### config.mk
export PLATFORM = sky130hd
export DESIGN_NAME = round_robin_arbiter_8
export DESIGN_NICKNAME = d
export VERILOG_FILES = /design/src/rtl/round_robin_arbiter_8.sv
export SDC_FILE = /design/constraint.sdc
export NUM_CORES = 1
export LEC_CHECK = 0
export CORE_AREA = 2 2 79 81
export CTS_CLUSTER_DIAMETER = 100
export DETAILED_ROUTE_END_ITERATION = 12
export DIE_AREA = 0 0 81 83
export PLACE_DENSITY = 0.54
export SYNTH_ARGS = -nofsm -noshare
export SYNTH_HDL_FRONTEND = slang
export SYNTH_SLANG_ARGS = --single-unit
### constraint.sdc
create_clock -name clk -period 4.37 [get_ports clk]
set_clock_uncertainty 0.15 [all_clocks]
set_input_delay 0.437 -clock clk [delete_from_list [all_inputs] [get_ports clk]]
set_output_delay 0.437 -clock clk [all_outputs]
set_load 0.005 [all_outputs]
### src/rtl/round_robin_arbiter_8.sv
// rtl/round_robin_arbiter_8.sv - 8-way round-robin arbiter, registered one-hot + index grant
// Optional forced release after MAX_HOLD grant cycles: define ARB_TIMEOUT_EN.
module round_robin_arbiter_8 #(
  parameter int MAX_HOLD = 16
) (
  input  logic       clk,
  input  logic       rst_n,
  input  logic [7:0] req,
  output logic [7:0] gnt,
  output logic [2:0] gnt_idx,
  output logic       gnt_valid,
  output logic       timeout
);

  typedef enum logic {IDLE = 1'b0, GRANT = 1'b1} state_t;

  state_t     state_q, state_d;
  logic [2:0] ptr_q, ptr_d;
  logic [7:0] gnt_q, gnt_d;
  logic [2:0] idx_q, idx_d;
  logic       timeout_q, timeout_d;

  logic       win_found;
  logic [2:0] win_idx;
  logic [2:0] cand;
  logic       force_rel;
  logic       release_now;

`ifdef ARB_TIMEOUT_EN
  logic [7:0] hold_q, hold_d;

  // The owner is forced off once it has held the grant for MAX_HOLD cycles.
  assign force_rel = (state_q == GRANT) && req[idx_q] && (hold_q == 8'(MAX_HOLD - 1));

  // Count consecutive grant cycles; zero whenever the grant is not continuing.
  always_comb begin
    hold_d = 8'd0;
    if (state_q == GRANT && state_d == GRANT) begin
      hold_d = hold_q + 8'd1;
    end
  end

  // Hold counter register.
  always_ff @(posedge clk or negedge rst_n) begin
    if (!rst_n) begin
      hold_q <= 8'd0;
    end else begin
      hold_q <= hold_d;
    end
  end
`else
  logic [7:0] unused_max_hold;
  assign unused_max_hold = 8'(MAX_HOLD);
  assign force_rel       = 1'b0;
`endif

  assign release_now = (state_q == GRANT) && (!req[idx_q] || force_rel);

  // Scan requests starting at the pointer, wrapping 7->0; first hit wins.
  always_comb begin
    win_found = 1'b0;
    win_idx   = 3'd0;
    cand      = 3'd0;
    for (int i = 0; i < 8; i++) begin
      cand = ptr_q + 3'(i);
      if (!win_found && req[cand]) begin
        win_found = 1'b1;
        win_idx   = cand;
      end
    end
  end

  // State and registered-output flops.
  always_ff @(posedge clk or negedge rst_n) begin
    if (!rst_n) begin
      state_q   <= IDLE;
      ptr_q     <= 3'd0;
      gnt_q     <= 8'd0;
      idx_q     <= 3'd0;
      timeout_q <= 1'b0;
    end else begin
      state_q   <= state_d;
      ptr_q     <= ptr_d;
      gnt_q     <= gnt_d;
      idx_q     <= idx_d;
      timeout_q <= timeout_d;
    end
  end

  // Next state: grant any request from IDLE, return to IDLE on every release.
  always_comb begin
    state_d = state_q;
    case (state_q)
      IDLE:    if (win_found) state_d = GRANT;
      GRANT:   if (release_now) state_d = IDLE;
      default: state_d = IDLE;
    endcase
  end

  // Next values of the registered outputs and the pointer.
  always_comb begin
    gnt_d     = 8'd0;
    idx_d     = 3'd0;
    ptr_d     = ptr_q;
    timeout_d = 1'b0;
    case (state_q)
      IDLE: begin
        if (win_found) begin
          gnt_d = 8'd1 << win_idx;
          idx_d = win_idx;
        end
      end
      GRANT: begin
        if (release_now) begin
          ptr_d     = idx_q + 3'd1;
          timeout_d = force_rel;
        end else begin
          gnt_d = gnt_q;
          idx_d = idx_q;
        end
      end
      default: ;
    endcase
  end

  assign gnt       = gnt_q;
  assign gnt_idx   = idx_q;
  assign gnt_valid = |gnt_q;
  assign timeout   = timeout_q;

endmodule

==> metrics.md, run 1 <==
| Metric | Value |
|---|---|
| Most area-hungry cell type in the Yosys netlist | dfrtp_1 |
| Status | complete, no violations |
| Number of max-cap violations | 0 |
| Die area | around 6700 um2 |
| Post-synth top area share | 0.2204 |
| CP Capture Type | register |
| Relative slew margins | 0.4744 |
| Power share of the combinational group | 0.784 |
| Hold crit path type | reg2reg |
| First-pass GRT wire length | 7113 um |
| Io pins | 23 |
| Std cell rows | 28 |
| Peak supply drop | 0.2987 mV |
| Sequential element share of the synthesized area | 0.2204 |
| Hold buffer count at cts | 0 |
| Hpwl dp | between 3000 and 4000 um |
| Mapped Nets | between 150 and 200 |
| Primary FF master, synth | dfrtp_1 |
| Share of synthesized flip-flops with an asynchronous set or reset | 1.000 |
| CTS Buf Count | 3 |
| P per Cell Area | 877.0 nW/um2 |
| Power Total | about 0.0018 W |
| Ratio of final minimum period to clock period | 0.7612 |
| Total GRT Usage | 0.1319 |
| Die W | 81 um |
| Root buf cell | clkbuf_8 |
| TritonCTS clock tree | yes |
| Leak pwr | roughly 0.8 nW |
| Clock sink total | 15 |
| Via count | 1391 |
| Fin Setup TNS | 0 ns |
| Clock Tree Buf Depth | 2 |
| Post-synth EDFFs | 0 |
| RSZ-0062 raised after global routing | no |
| Startpoint types | register |
| Initial antenna violation count | 0 |
| Sw Ratio | 0.4779 |
| Core area | 5816 um2 |
| Sequential Power Share | 0.152 |
| Slew @ Worst Pin | 0.7868 ns |
| Internal power | 0.0009166 W |
| P_sw | about 0.00084 W |
| Top post-synthesis cells by area | dfrtp_1 (22%), mux4_2 (16%), mux4_1 (11%) |
| WS Path Type | reg2reg |
| Post-CTS resize count | 0 |
| Layout cells sized above 1 | 0.1954 |
| Setup Buffers After CTS | 0 |
| Grt ovf | 0 |
| Yosys warnings | 0 |
| Ant diodes | 0 |
| Vias in the first global route | between 1000 and 1500 |
| Initial Utilization | 0.2928 |
| Register bit total from synthesis | 15 |
| Min cycle time layout | 3.326 ns |
| Max Slew Vio Count | 0 |
| Final nets | 188 |
| GPL Wtd Cong | between 0.8 and 0.9 |
| Maximum fanout along the worst path | 11 |
| Via-per-instance ratio | ~5.6 |
| Die Ht | slightly above 80 um |
| Antenna viol nets, final | 0 |
| # DRC | 0 |
| Final-report hold violation count | 0 |
| Clk Latency, worst-skew pair | roughly 0.24 ns |
| Mapped cell area | about 1700 um2 |
| Layout area overhead | 17.56% |
| Clk pwr share | 0.064 |
| DR iter-0 viols | 113 |
| First-pass DRT Iterations | 4 |
| Routed len/inst | between 15 and 20 um |
| DRT Wirelength | ~4200 um |
| Port Buffers | 21 |
| Post-Synthesis Cells | roughly 160 |
| Syn Area/Cell | 10.99 um2 |
| Crit path required time | 4.36 ns |
| Largest net degree at the start of global routing | 21 |
| Max Freq | about 300 MHz |
| Critical Path AT | 3.31 ns |
| Cell variety after synth | a little over 50 |
| H-tree Lvls | 1 |
| Clk slew on worst S/H paths | around 0.06 ns |
| # setup viols final | 0 |
## layer usage
metal	track usage	share of wire	vias to the layer above	wire [um]
li1	-	-	662	-
met1	0.1928	0.47	701	1987
met2	0.2074	0.49	26	2060
met3	0.02391	0.029	2	121
met4	0.01849	0.0052	0	22
met5	0	0	-	0
## power by group through the flow
stage / sequential, W / clock [W] / combinational, W
after floorplan: 0.000237 / 0 / 0.00111
after global placement: 0.000273 / 0 / 0.00139
after detailed placement: 0.000270 / 0 / 0.00137
after CTS: 0.000268 / 0.000117 / 0.00138
after global routing: 0.000278 / 0.000121 / 0.00151
final: 0.000268 / 0.000112 / 0.00138
## area by class of cell
cell class / instances / area [um2]
fillers: 621 / 3814
inverters: 7 / 26.28
well taps: 75 / 93.84
repair buffers: 23 / 225.2
flip-flops and latches: 15 / 375.4
clock buffers: 4 / 45.04
multi-input cells: 125 / 1236
## sequential cells by signal, summed over array words and instances (netlist names)
signal and cells:
gnt 8, gnt_idx 3, ptr_q 3, state_q 1
## synthesized netlist by cell type, types with 2 or more instances
library cell,n
inv_1,5
mux4_2,12
buf_6,4
nand3_1,4
mux2i_1,14
mux2_2,2
a21o_1,2
xor2_1,2
o22ai_1,3
o21ai_0,6
a211o_1,2
a21oi_1,5
nor2b_1,2
a22o_1,2
clkbuf_1,2
nor2_1,12
a32o_1,8
nor4_1,2
nor2_2,2
mux4_1,7
nand2_1,8
inv_2,2
dfrtp_1,15
and2_1,2
ha_1,3
a21oi_2,2
## cells in the final DEF (no fill, tap or decap), drive strengths merged, types with 3 or more instances in the layout
master / count
a32o: 8
a21oi: 7
nand2: 8
clkbuf: 4
inv: 7
and2: 3
o22ai: 3
nor2: 14
clkdlybuf4s50: 21
mux2: 3
dfrtp: 15
mux4: 19
ha: 3
mux2i: 14
nand3: 4
o21ai: 6
## kinds of logic (layout without fill, tap and decap cells)
kind of cell,count (synthesis),after routing,share of synthesized area
AO/OA/AOI/OAI,41,41,0.1896
AND/OR/NAND/NOR,41,41,0.1257
multiplexers,36,36,0.3710
flip-flops,15,15,0.2204
buffers and inverters,15,34,0.05364
adder cells (fa/ha/maj),3,3,0.02204
XOR/XNOR,3,3,0.01543
other,1,1,0.002202
## worst max-delay path, cell delays in order, from the launching register on
cell and delay [ns]:
dfrtp_1 0.36, inv_2 0.11, ha_1 0.60, mux2i_1 0.35, mux4_2 0.36, and2_1 0.18
nand3_1 0.09, a2111oi_1 0.52, a211oi_1 0.19, a32o_1 0.29
## path summary, 6_finish.rpt
kind | from | end | slack [ns] | depth (start not counted)
worst min register to register | gnt[1] | gnt[1] | 0.37 | 1
min in group asynchronous | rst_n | gnt[7] | 0.46 | 1
max in group asynchronous | rst_n | gnt_idx[1] | 3.16 | 1
worst max register to register | ptr_q[0] | gnt[5] | 1.04 | 9
worst max-delay path | ptr_q[0] | gnt[5] | 1.04 | 9
worst min-delay path | gnt[1] | gnt[1] | 0.37 | 1
## metrics by stage
stage / cell area, um2 / hold WS (ns) / cells / setup WS (ns) / util
final: 2002 / 0.3720 / 249 / 1.044 / 0.3442
after global routing: 2002 / 0.3881 / 249 / 0.7208 / 0.3442
after CTS: 2002 / 0.3765 / 249 / 1.021 / 0.3442
after detailed placement: 1957 / 0.3626 / 245 / 1.042 / 0.3365
after global placement: 1957 / 0.3623 / 245 / 0.9652 / 0.3365
after floorplan: 1703 / -0.008591 / 155 / 1.258 / -
(Power assumes the default switching activity.)
==> inputs of run 2 (changes only) <==
Settings changed: PLACE_DENSITY 0.54 to 0.55.
Clock period 4.37 ns to 2.8 ns, I/O delays scaled along.
==> run 2 against run 1 <==
The flow now finishes with violations (negative setup slack). First-iteration DRC count rose by 12%. Maximum frequency rose by 15%. Flip-flop and latch count did not move. Final area rose by 27%. Wire length rose by 18%. Worst setup slack got worse by 1.1 ns. Die area did not move. Global-route usage rose by 2.2 points. Critical path depth rose by 1. Via count rose by 13%. Sequential share of layout area fell by 4.0 points. Critical path type unchanged. Critical endpoint is now gnt[6].
==> metrics.md, run 2 (synthesis gave the netlist of run 1 again) <==
| Metric | Value |
|---|---|
| Final-report hold violation count | 0 (unchanged) |
| GPL Wtd Cong | 0.8026 (-9.9%) |
| Total GRT Usage | 0.1541 (+0.02221) |
| Via-per-instance ratio | 5.417 (-3.0%) |
| Number of max-cap violations | 0 (unchanged) |
| WS Path Type | reg2reg |
| Ant diodes | 0 (unchanged) |
| Die area | 6723 um2 (unchanged) |
| Violated checks | negative setup slack |
| Core area | 5816 um2 (unchanged) |
| Port Buffers | 21 (unchanged) |
| Initial antenna violation count | 0 (unchanged) |
| Final instance area | 2541 um2 (+27%) |
| CP Capture Type | register |
| Relative slew margins | 0.4785 (+0.004129) |
| Layout cells sized above 1 | 0.4698 (+0.2744) |
| Slew @ Worst Pin | 0.7806 ns (-0.006181 ns) |
| Grt ovf | 0 (unchanged) |
| Max Freq | 347.2 MHz (+15%) |
| Clock sink total | 15 (unchanged) |
| Antenna viol nets, final | 0 (unchanged) |
| Hpwl dp | 3720 um (+20%) |
| Non-Filler Instances | 290 (+16%) |
| Min cycle time layout | 2.881 ns (-0.4458 ns) |
| Largest net degree at the start of global routing | 16 (-24%) |
| Std cell rows | 28 (unchanged) |
| Clk Latency, worst-skew pair | 0.25 ns (about the same) |
| Maximum fanout along the worst path | 7 (-4) |
| Startpoint types | register |
| Clock Tree Buf Depth | 2 (unchanged) |
| Ratio of final minimum period to clock period | 1.029 (+0.2676) |
| Fin Hold WS | 0.3027 ns (-0.06932 ns) |
| # DRC | 0 (unchanged) |
| DRT Wirelength | 4957 um (+18%) |
| # setup viols final | 9 (+9) |
| Hold buffer count at cts | 0 (unchanged) |
| TritonCTS clock tree | yes |
| Initial Utilization | 0.2928 (unchanged) |
| DR iter-0 viols | 126 (+12%) |
| Hold crit path type | in2async |
| Io pins | 23 (unchanged) |
| Die W | 81 um (unchanged) |
| First-pass DRT Iterations | 4 (unchanged) |
| Status | finished with violations |
| Clk slew on worst S/H paths | 0.06 ns (about the same) |
| CTS Buf Count | 3 (unchanged) |
| Routed len/inst | 17.09 um (+1.6%) |
| Final Worst Setup Slack | -0.08057 ns (-1.124 ns) |
| Largest register FFs | 8 (unchanged) |
| H-tree Lvls | 1 (unchanged) |
| Final nets | 229 (+22%) |
| Layout area overhead | 49.23% |
| Vias in the first global route | 1531 (+13%) |
| Root buf cell | clkbuf_8 |
| Critical Path AT | 2.87 ns (-0.44 ns) |
| Via count | 1571 (+13%) |
| RSZ-0062 raised after global routing | yes |
| Die Ht | 83 um (unchanged) |
| Commonest non-fill, non-tap cell in the layout | buf_4 |
| Fillers | 550 (-11%) |
| Crit path required time | 2.79 ns (-1.57 ns) |
| Inst Count DP | 282 (+15%) |
| Most frequent cells in the layout | buf_4 (40), clkdlybuf4s50_1 (21), dfrtp_1 (15) |
| Area post-placement | 2265 um2 (+16%) |
| Max Slew Vio Count | 0 (unchanged) |
| First-pass GRT wire length | 8148 um (+15%) |
-- run 2: cell types whose count changed in the layout (fill, tap and decap cells not counted), sizes merged --
cell / before / now
buf: 2 / 43
clkinv: 0 / 1
clkbuf: 4 / 3
-- run 2: timing repair --
| item | CTS | global route |
|---|---|---|
| resized for setup | 27 | 9 |
| setup buffers | 3 | 1 |
| setup endpoints to repair | 11 | 12 |
| pin swaps | 15 | 7 |
-- run 2: final cells by class --
class                   instances  area, um2  area share
multi-input cells             125       1439      0.5662
repair buffers                 64      553.0      0.2176
flip-flops and latches         15      375.4      0.1477
well taps                      75      93.84     0.03693
clock buffers                   3      41.29     0.01625
inverters                       7      33.78     0.01329
clock inverters                 1      5.005    0.001969
-- run 2: routing by layer --
layer  routed length [um]  share of wire  vias up  GRT usage
met2                 2575           0.52       24     0.2517
met1                 2240           0.45      797     0.2166
met5                    0              0        -          0
li1                     -              -      746          -
met4                   32         0.0065        0    0.03082
met3                  108          0.022        4    0.02174
-- run 2: worst paths after layout --
check	start	endpoint	slack, ns	depth (start not counted)
worst max-delay path	ptr_q[1]	gnt[6]	-0.08	10
worst min-delay path	rst_n	gnt[1]	0.30	1
worst max register to register	ptr_q[1]	gnt[6]	-0.08	10
worst min register to register	gnt[2]	gnt[2]	0.37	1
max in group asynchronous	rst_n	gnt[2]	1.75	1
min in group clk	gnt[2]	gnt[2]	0.37	1
-- run 2: through the flow --
| step | setup TNS [ns] | utilization | setup slack [ns] |
|---|---|---|---|
| after floorplan | -0.7211 | - | -0.09822 |
| after global placement | -3.422 | 0.3894 | -0.3879 |
| after detailed placement | -3.502 | 0.3894 | -0.3996 |
| after CTS | -0.4312 | 0.4279 | -0.06829 |
| after global routing | -1.787 | 0.4370 | -0.1995 |
| final | -0.5287 | 0.4370 | -0.08057 |
-- run 2: critical path, cell delays in order (launching register included) --
cell     delay [ns]
dfrtp_1        0.41
inv_6          0.04
ha_4           0.37
buf_12         0.13
mux4_2         0.54
mux2i_2        0.20
nand2_1        0.11
nor2_4         0.18
nand4_1        0.18
and3_4         0.24
a32o_1         0.21
Power of run 2 is not shown: default switching activity piles up to over one toggle a cycle in this logic, so the estimate is an artifact.
